===== src/rtl/mod_result_pkg.sv =====
// mod_result_pkg: shared types and constants for the modulo result stage.
package mod_result_pkg;

  localparam int MR_DEPTH     = 4;
  localparam int MR_RESULT_W  = 32;
  localparam int MR_OPERAND_W = 16;

  typedef enum logic {
    RUN   = 1'b0,
    ERROR = 1'b1
  } state_e;

  typedef struct packed {
    logic                   div_zero;
    logic [MR_RESULT_W-1:0] result;
  } entry_t;

endpackage


===== src/rtl/mod_result_fifo.sv =====
// mod_result_fifo: synchronous FIFO of result entries with occupancy count.
// Full/empty are derived from the count; pointers wrap modulo DEPTH.
module mod_result_fifo
  import mod_result_pkg::*;
#(
  parameter int DEPTH = MR_DEPTH
) (
  input  logic                   clk,
  input  logic                   rst,
  input  logic                   push,
  input  logic                   pop,
  input  entry_t                 wr_data,
  output entry_t                 rd_data,
  output logic [$clog2(DEPTH):0] count
);

  localparam int PTR_W = $clog2(DEPTH);
  localparam int CNT_W = PTR_W + 1;
  localparam logic [CNT_W-1:0] FULL_CNT = CNT_W'(DEPTH);

  logic [PTR_W-1:0] wr_ptr_q, wr_ptr_d;
  logic [PTR_W-1:0] rd_ptr_q, rd_ptr_d;
  logic [CNT_W-1:0] count_q, count_d;
  entry_t           mem_q [DEPTH];
  logic             do_push, do_pop;

  // Qualify requests so a misbehaving caller cannot overrun or underrun.
  always_comb begin
    do_push  = push && (count_q != FULL_CNT);
    do_pop   = pop && (count_q != '0);
    wr_ptr_d = wr_ptr_q;
    rd_ptr_d = rd_ptr_q;
    count_d  = count_q;
    if (do_push) wr_ptr_d = wr_ptr_q + PTR_W'(1);
    if (do_pop)  rd_ptr_d = rd_ptr_q + PTR_W'(1);
    case ({do_push, do_pop})
      2'b10:   count_d = count_q + CNT_W'(1);
      2'b01:   count_d = count_q - CNT_W'(1);
      default: count_d = count_q;
    endcase
  end

  // Pointer and occupancy registers.
  always_ff @(posedge clk) begin
    if (rst) begin
      wr_ptr_q <= '0;
      rd_ptr_q <= '0;
      count_q  <= '0;
    end else begin
      wr_ptr_q <= wr_ptr_d;
      rd_ptr_q <= rd_ptr_d;
      count_q  <= count_d;
    end
  end

  // Storage; stale contents are harmless because the head is gated by count.
  always_ff @(posedge clk) begin
    if (do_push) mem_q[wr_ptr_q] <= wr_data;
  end

  assign rd_data = mem_q[rd_ptr_q];
  assign count   = count_q;

endmodule


===== src/rtl/mod_result_stage.sv =====
// mod_result_stage: buffered output stage behind the modulo unit.
// Tracks a sticky divide-by-zero error and the last good 16-bit operand.
// Optional: define MOD_RESULT_ERRCNT_EN to add a saturating err_count output.
//
//   state | meaning
//   RUN   | accepting results while FIFO has room
//   ERROR | divide-by-zero seen; pushes blocked until err_clear
module mod_result_stage
  import mod_result_pkg::*;
#(
  parameter int DEPTH = MR_DEPTH
) (
  input  logic                    clk,
  input  logic                    rst,
  input  logic                    in_valid,
  output logic                    in_ready,
  input  logic [MR_RESULT_W-1:0]  in_result,
  input  logic                    in_div_zero,
  output logic                    out_valid,
  input  logic                    out_ready,
  output logic [MR_RESULT_W-1:0]  out_result,
  output logic                    out_div_zero,
  output logic [MR_OPERAND_W-1:0] feedback_operand,
  output logic                    err_sticky,
  input  logic                    err_clear,
  output logic [$clog2(DEPTH):0]  count
`ifdef MOD_RESULT_ERRCNT_EN
  ,
  output logic [15:0]             err_count
`endif
);

  localparam int CNT_W = $clog2(DEPTH) + 1;
  localparam logic [CNT_W-1:0] FULL_CNT = CNT_W'(DEPTH);

  state_e                  state_q, state_d;
  logic [MR_OPERAND_W-1:0] fb_q, fb_d;
  logic [CNT_W-1:0]        fifo_count;
  entry_t                  wr_entry, head;
  logic                    push, pop;

  // Handshakes depend only on registered state, count and reset.
  always_comb begin
    in_ready  = (state_q == RUN) && (fifo_count != FULL_CNT) && !rst;
    out_valid = (fifo_count != '0);
    push      = in_valid && in_ready;
    pop       = out_valid && out_ready;
  end

  // Build the stored entry; a divide-by-zero result is forced to zero.
  always_comb begin
    wr_entry.div_zero = in_div_zero;
    wr_entry.result   = in_div_zero ? '0 : in_result;
  end

  // Next state, feedback operand update.
  always_comb begin
    state_d = state_q;
    fb_d    = fb_q;
    case (state_q)
      RUN: begin
        if (push && in_div_zero) state_d = ERROR;
      end
      ERROR: begin
        if (err_clear) state_d = RUN;
      end
      default: state_d = RUN;
    endcase
    if (push && !in_div_zero) fb_d = in_result[MR_OPERAND_W-1:0];
  end

  // State and feedback registers.
  always_ff @(posedge clk) begin
    if (rst) begin
      state_q <= RUN;
      fb_q    <= '0;
    end else begin
      state_q <= state_d;
      fb_q    <= fb_d;
    end
  end

  mod_result_fifo #(.DEPTH(DEPTH)) u_fifo (
    .clk     (clk),
    .rst     (rst),
    .push    (push),
    .pop     (pop),
    .wr_data (wr_entry),
    .rd_data (head),
    .count   (fifo_count)
  );

  assign out_result       = out_valid ? head.result : '0;
  assign out_div_zero     = out_valid ? head.div_zero : 1'b0;
  assign feedback_operand = fb_q;
  assign err_sticky       = (state_q == ERROR);
  assign count            = fifo_count;

`ifdef MOD_RESULT_ERRCNT_EN
  logic [15:0] errcnt_q, errcnt_d;

  // Saturating count of divide-by-zero pushes; only reset clears it.
  always_comb begin
    errcnt_d = errcnt_q;
    if (push && in_div_zero && (errcnt_q != 16'hFFFF)) errcnt_d = errcnt_q + 16'd1;
  end

  // Error counter register.
  always_ff @(posedge clk) begin
    if (rst) errcnt_q <= '0;
    else     errcnt_q <= errcnt_d;
  end

  assign err_count = errcnt_q;
`endif

endmodule

===== config.mk =====
export PLATFORM = sky130hd
export DESIGN_NAME = mod_result_stage
export DESIGN_NICKNAME = d
export VERILOG_FILES = /design/src/rtl/mod_result_pkg.sv /design/src/rtl/mod_result_fifo.sv /design/src/rtl/mod_result_stage.sv
export SDC_FILE = /design/constraint.sdc
export NUM_CORES = 1
export LEC_CHECK = 0
export CORE_ASPECT_RATIO = 0.9
export CORE_MARGIN = 5
export CORE_UTILIZATION = 58
export DETAILED_ROUTE_END_ITERATION = 8
export GPL_ROUTABILITY_DRIVEN = 0
export PLACE_DENSITY = 0.84
export RECOVER_POWER = 50
export SYNTH_ARGS = -nofsm -noshare
export SYNTH_HDL_FRONTEND = slang
export SYNTH_HIERARCHICAL = 1
export SYNTH_SLANG_ARGS = --single-unit

===== constraint.sdc =====
create_clock -name clk -period 8.05 [get_ports clk]
set_clock_uncertainty 0.1 [all_clocks]
set_input_delay 1.61 -clock clk [delete_from_list [all_inputs] [get_ports clk]]
set_output_delay 1.61 -clock clk [all_outputs]
set_load 0.02 [all_outputs]

==> results.cfg, run 1 <==
[run_status]
status = complete, but fails checks
violations = max-capacitance violations, max-slew violations

[routing]
vias_per_cell = 5.445
drt_iter0_drc = 234
wl_per_cell_um = 20.14
drt-total-wl_um = 12750
vias = 3447
final_antenna_net_count = 0
drtPass1Iterations = 4
drcViolationCount = 0

[yosys]
synth_fp_nets = 421
ys_ff_latch = 158
syn_area_um2 = 6481
syn-instance-count = 377
ys_seq_area_share_pct = 69.19
yosysUniqueCellTypes = 39
ys_warn_count = 6
synth.avg_cell_area_um2 = 17.19

[setup_path]
critPathMaxFanout = 30
worst_setup_path_start_kind = input pin
worstSetupPathType = input pin to output pin
cp.required_ns = 6.34
critPathLaunch = rst
cp-endpoint = in_ready
path_buf_inv = 2
cp.arrival_ns = 3.63
worstSetupEndpointType = output pin
worstReg2RegStart = u_fifo/count[2]
r2r_end = u_fifo/count[2]
critical_path_depth = 3
crit_chain = dlygate4sd3_1 > nor3_1 > clkdlybuf4s50_1
critPathTopFamily = buffers and inverters
slowest_stage = dlygate4sd3_1
regToRegSetupSlack_ns = 4.67
reg2reg_depth = 12
max_stage_delay_ns = 0.91

[cts]
cts_buffers = 17
clock-sinks = 158
clkLatencyLatePin_ns = 0.41
cts_resized = 0
ctsRootBufferMaster = clkbuf_16
cts_tree = yes
clkTransAtPathRegs_ns = 0.06
htreeDepth = 4
cts_max_path_buffers = 2
post_cts_buffers = 0
cts_hold_buf = 0

[global_routing]
grt_pass1_vias = 3651
track_usage_pct = 20.04
antenna_found_initial = 0
grt_max_degree = 40
grt_pass1_wl_um = 19670
grt_overflow = 0

[finish]
final_cells = 633
area_growth_pct = 23.80
drive_above_1_share_pct = 15.59
post-route-util_pct = 73.61
final_common_cell = edfxtp_1
diodes = 0
layout_common_cells = edfxtp_1 (132), clkdlybuf4s50_1 (70), nor2b_1 (45)
layout.nets = 512

[die]
num_io_pins = 93
die_x_um = 121.4
start_util_pct = 59.46
die_h_um = 110.3
coreArea_um2 = 10900
die-area_um2 = 13390
num_rows = 36

[sta]
fin_ws_ns = 2.710
slew_viol_final = 40
slew_headroom_pct = -30.61
fmax_mhz = 187.3
setup_viol = 0
rsz0062_at_grt = no
hold_viol_final = 0
finalWorstPathRequiredPeriod_ns = 5.340
hold_slack_ns = 0.3781
setup_tns_ns = 0
fin_crit_sh_pct = 66.33
worst_pin_slew_ns = 1.959

[placement]
dp_slack_ns = 2.599
hpwlAfterDp_um = 7472
dp.cells = 601
port_buffers = 92

[power_and_ir_drop]
power.density_nw_per_um2 = 233.8
peakVddDrop_uv = 139.9
p_leak_nw = 2.700

[flow_run]
max-cap-violations = 1

[worst_hold_path]
min_path_type = flip-flop to flip-flop
==> cell families (layout without fill, tap and decap cells) <==
| logic type | count (synthesis) | in the layout | synth area share [%] |
|---|---|---|---|
| flops | 158 | 158 | 69.19 |
| simple gates | 105 | 105 | 10.41 |
| compound gates | 39 | 39 | 3.514 |
| mux | 35 | 35 | 11.97 |
| buf+inv | 30 | 134 | 3.108 |
| fa+ha+maj | 6 | 6 | 1.274 |
| xor+xnor | 4 | 4 | 0.5406 |
==> layout make-up <==
cell class                      count  area (µm²)
Tap cell                          152       190.2
Sequential cell                   158        4487
Clock buffer                       20       467.9
Multi-Input combinational cell    189        1795
Fill cell                         677        2877
Clock inverter                     12       123.9
Timing Repair Buffer               94       929.6
Inverter                            8       30.03
==> synth_stat cells, drive strengths merged <==
cell / count / share of area, %
a32o: 1 / 0.15
and2b: 21 / 2.5
xnor2: 1 / 0.14
nand2b: 2 / 0.19
nor4b: 1 / 0.37
a31oi: 1 / 0.33
mux2: 1 / 0.17
nor3b: 1 / 0.19
o31a: 1 / 0.14
edfxtp: 132 / 61
nor3: 2 / 0.15
xor2: 3 / 0.41
o311ai: 1 / 0.14
or4b: 1 / 0.21
ha: 5 / 0.97
a21oi: 18 / 1.4
mux2i: 1 / 0.15
nor2b: 45 / 4.3
fa: 1 / 0.31
dfxtp: 26 / 8.0
nand3: 16 / 1.2
nor2: 9 / 0.52
buf: 11 / 1.9
or3: 1 / 0.097
clkbuf: 10 / 0.60
or3b: 1 / 0.14
dlygate4sd1: 1 / 0.14
inv: 8 / 0.46
o21ai: 17 / 1.4
and2: 5 / 0.48
mux4: 33 / 12
==> state kept, by name, indices dropped and copies added (netlist names), named ones only <==
register / count
u_fifo/count: 3
u_fifo/wr_ptr_q: 2
feedback_operand: 16
u_fifo/rd_ptr_q: 2
u_fifo/mem_q: 132
err_sticky: 1
==> metrics by stage <==
step,instance area (µm²),power [W]
6_report,8024,0.001876
5_1_grt,8024,0.001945
4_1_cts,8035,0.001893
3_5_place_dp,7443,0.001120
3_3_place_gp,7443,0.001113
2_1_floorplan,6481,0.001036
==> where the power goes <==
group	internal, W	leakage [nW]	total (W)	switching, W
clock network	0.000459	0.284	0.000777	0.000318
registers	0.000907	1.42	0.000916	0.00000909
logic	0.0000883	0.992	0.000183	0.0000945
==> routing by layer <==
| layer | global-route usage, % | up-vias | part of all wire, % | wire length, µm |
|---|---|---|---|---|
| met5 | 0 | - | 0 | 0 |
| met4 | 4.320 | 0 | 0.26 | 33 |
| met3 | 6.020 | 2 | 7.5 | 958 |
| met2 | 34.75 | 138 | 52 | 6615 |
| met1 | 25.38 | 1691 | 40 | 5140 |
| li1 | - | 1616 | - | - |
==> worst min-delay path by stage <==
stage	slack, ns	endpoint	start	cells after the start
2_1_floorplan	0.38	u_fifo/wr_ptr_q[1]	u_fifo/wr_ptr_q[1]	2
3_3_place_gp	0.36	feedback_operand[2]	feedback_operand[2]	2
3_5_place_dp	0.37	feedback_operand[4]	feedback_operand[4]	2
4_1_cts	0.38	feedback_operand[6]	feedback_operand[6]	2
5_1_grt	0.41	feedback_operand[6]	feedback_operand[6]	2
6_report	0.38	feedback_operand[9]	feedback_operand[9]	2
==> worst register-to-register path: cells and delay by family, from the launching register on <==
kind,cells,cell delay (ns)
DFF,1,0.52
adders and majority gates,2,0.56
and+or+nand+nor,4,1.52
buffers and inverters,3,0.24
xor gates and xnor gates,1,0.16
AOI/OAI and AO/OA,2,0.21
No activity file was read; power rests on OpenSTA's default activity.
==> inputs of run 2 (changes only) <==
--- a/config.mk
+++ b/config.mk
@@ -7,10 +7,10 @@
 export LEC_CHECK = 0
 export CORE_ASPECT_RATIO = 0.9
 export CORE_MARGIN = 5
-export CORE_UTILIZATION = 58
+export CORE_UTILIZATION = 54
 export DETAILED_ROUTE_END_ITERATION = 8
 export GPL_ROUTABILITY_DRIVEN = 0
-export PLACE_DENSITY = 0.84
+export PLACE_DENSITY = 0.79
 export RECOVER_POWER = 50
 export SYNTH_ARGS = -nofsm -noshare
 export SYNTH_HDL_FRONTEND = slang
==> constraint.sdc (replaced) <==
create_clock -name clk -period 5.5 [get_ports clk]
set_clock_uncertainty 0.1 [all_clocks]
set_input_delay 1.1 -clock clk [delete_from_list [all_inputs] [get_ports clk]]
set_output_delay 1.1 -clock clk [all_outputs]
set_load 0.02 [all_outputs]
==> run 2 against run 1 <==
  * The run still ends with max-capacitance violations, max-slew violations left
  * Critical path depth grew 1
  * Via count grew 2.3%
  * Total power increased by 52%
  * Routed wire length is 1.8% lower
  * Largest power group unchanged
  * Sequential share of layout area down 0.36 points
  * Hold slack better by 0.0039 ns
  * Flip-flop and latch count unchanged
  * Cell area is 0.64% higher
  * Highest routed layer unchanged
  * Setup slack worse by 1.7 ns
  * Final cell count grew 1.4%
==> results.cfg, run 2 (synthesized netlist as in run 1, its figures left out) <==
[sta]
hold_slack_ns = 0.3819
finalWorstPathRequiredPeriod_ns = 4.463
hold_viol_final = 0
fin_crit_sh_pct = 81.14
worst_pin_slew_ns = 1.972
fin_ws_ns = 1.037
setup_viol = 0
setup_tns_ns = 0
fmax_mhz = 224.1
slew_headroom_pct = -31.49
slew_viol_final = 40
rsz0062_at_grt = no

[setup_path]
worst_setup_path_start_kind = input pin
worstSetupEndpointType = output pin
reg2reg_depth = 12
critPathMaxFanout = 30
cp.required_ns = 4.30
regToRegSetupSlack_ns = 2.17
cp.arrival_ns = 3.26
worstSetupPathType = input pin to output pin

[die]
start_util_pct = 54.53
num_rows = 38
num_io_pins = 93
die_h_um = 113.9
die_x_um = 125.5
coreArea_um2 = 11890
die-area_um2 = 14300

[global_routing]
antenna_found_initial = 0
grt_pass1_vias = 3834
track_usage_pct = 18.57
grt_pass1_wl_um = 20150
grt_max_degree = 40
grt_overflow = 0

[finish]
diodes = 0
design_area_um2 = 8075
final_common_cell = edfxtp_1
regMostFlops = u_fifo/mem_q
layout.nets = 513
drive_above_1_share_pct = 15.35
layout_common_cells = edfxtp_1 (132), clkdlybuf4s50_1 (73), nor2b_1 (45)
largest_reg_flops = 132
area_growth_pct = 24.59
n_fill_cell = 793

[power_and_ir_drop]
p_leak_nw = 2.711
pwr-share-seq_pct = 47.0
clock_power_share_pct = 43.8
total_power_w = 0.002860
power.density_nw_per_um2 = 354.2
peakVddDrop_uv = 169.1
power.internal_w = 0.002261
pwr-share-comb_pct = 9.2
p_switching_w = 0.0005989
swShare_pct = 20.94

[worst_hold_path]
holdPathStages = 2
min_path_type = flip-flop to flip-flop

[routing]
wl_per_cell_um = 19.49
vias = 3525
drt_iter0_drc = 293
final_antenna_net_count = 0
vias_per_cell = 5.491
drtPass1Iterations = 5
drt-total-wl_um = 12510
drcViolationCount = 0

[cts]
cts_hold_buf = 0
cts_resized = 0
clkTransAtPathRegs_ns = 0.06
clkLatencyLatePin_ns = 0.42
cts_buffers = 17
cts_tree = yes
cts_max_path_buffers = 2
ctsRootBufferMaster = clkbuf_16
htreeDepth = 4
clock-sinks = 158
post_cts_buffers = 0

[run_status]
status = complete, but fails checks
violations = max-capacitance violations, max-slew violations

[placement]
dp_slack_ns = 1.598
port_buffers = 92
hpwlAfterDp_um = 7440
dpl_cell_area_um2 = 7461

[flow_run]
max-cap-violations = 1
## run 2: cell count changes in the layout (fill, tap and decap cells not counted), moves of 2 or more
cell / before / now
inv_6: 5 / 0
bufinv_16: 1 / 5
clkdlybuf4s50_1: 70 / 73
clkinv_2: 0 / 3
clkinv_4: 4 / 1
dlygate4sd3_1: 21 / 18
clkinvlp_4: 2 / 4
## run 2: power groups by stage
stage / Combinational, W / Clock (W) / Sequential, W
2_1_floorplan: 0.000149 / 0 / 0.00137
3_3_place_gp: 0.000264 / 0 / 0.00137
3_5_place_dp: 0.000269 / 0 / 0.00137
4_1_cts: 0.000271 / 0.00127 / 0.00134
5_1_grt: 0.000284 / 0.00133 / 0.00135
6_report: 0.000263 / 0.00125 / 0.00134
## run 2: worst max-delay path: stages
cell and delay [ns]:
clkdlybuf4s50_1 0.45, clkbuf_1 0.92, nor3_1 0.18, clkdlybuf4s50_1 0.61
## run 2: path summary, 6_finish.rpt
path / start / endpoint
max: rst / in_ready
min: feedback_operand[11] / feedback_operand[11]
max reg2reg: u_fifo/count[2] / u_fifo/count[2]
min reg2reg: feedback_operand[11] / feedback_operand[11]
## run 2: routing by layer
metal / vias up / track usage (%) / wire length [µm]
li1: 1618 / - / -
met1: 1772 / 22.79 / 5077
met2: 123 / 31.50 / 6488
met3: 12 / 5.993 / 817
met4: 0 / 6.214 / 128
met5: - / 0 / 0
## run 2: layout make-up
type	count	area, µm²	area share, %
clock buffer	17	425.4	5.268
clock inverter	15	219.0	2.711
inverter	8	30.03	0.3719
multi-input combinational	189	1780	22.05
sequential	158	4487	55.56
tap	160	200.2	2.479
timing repair buffer	95	933.4	11.56
## run 2: metrics by stage
stage	std cells	util, %
floorplan	377	-
global placement	610	62.77
detailed placement	610	62.77
CTS	642	68.19
global route	642	67.94
finish	642	67.94
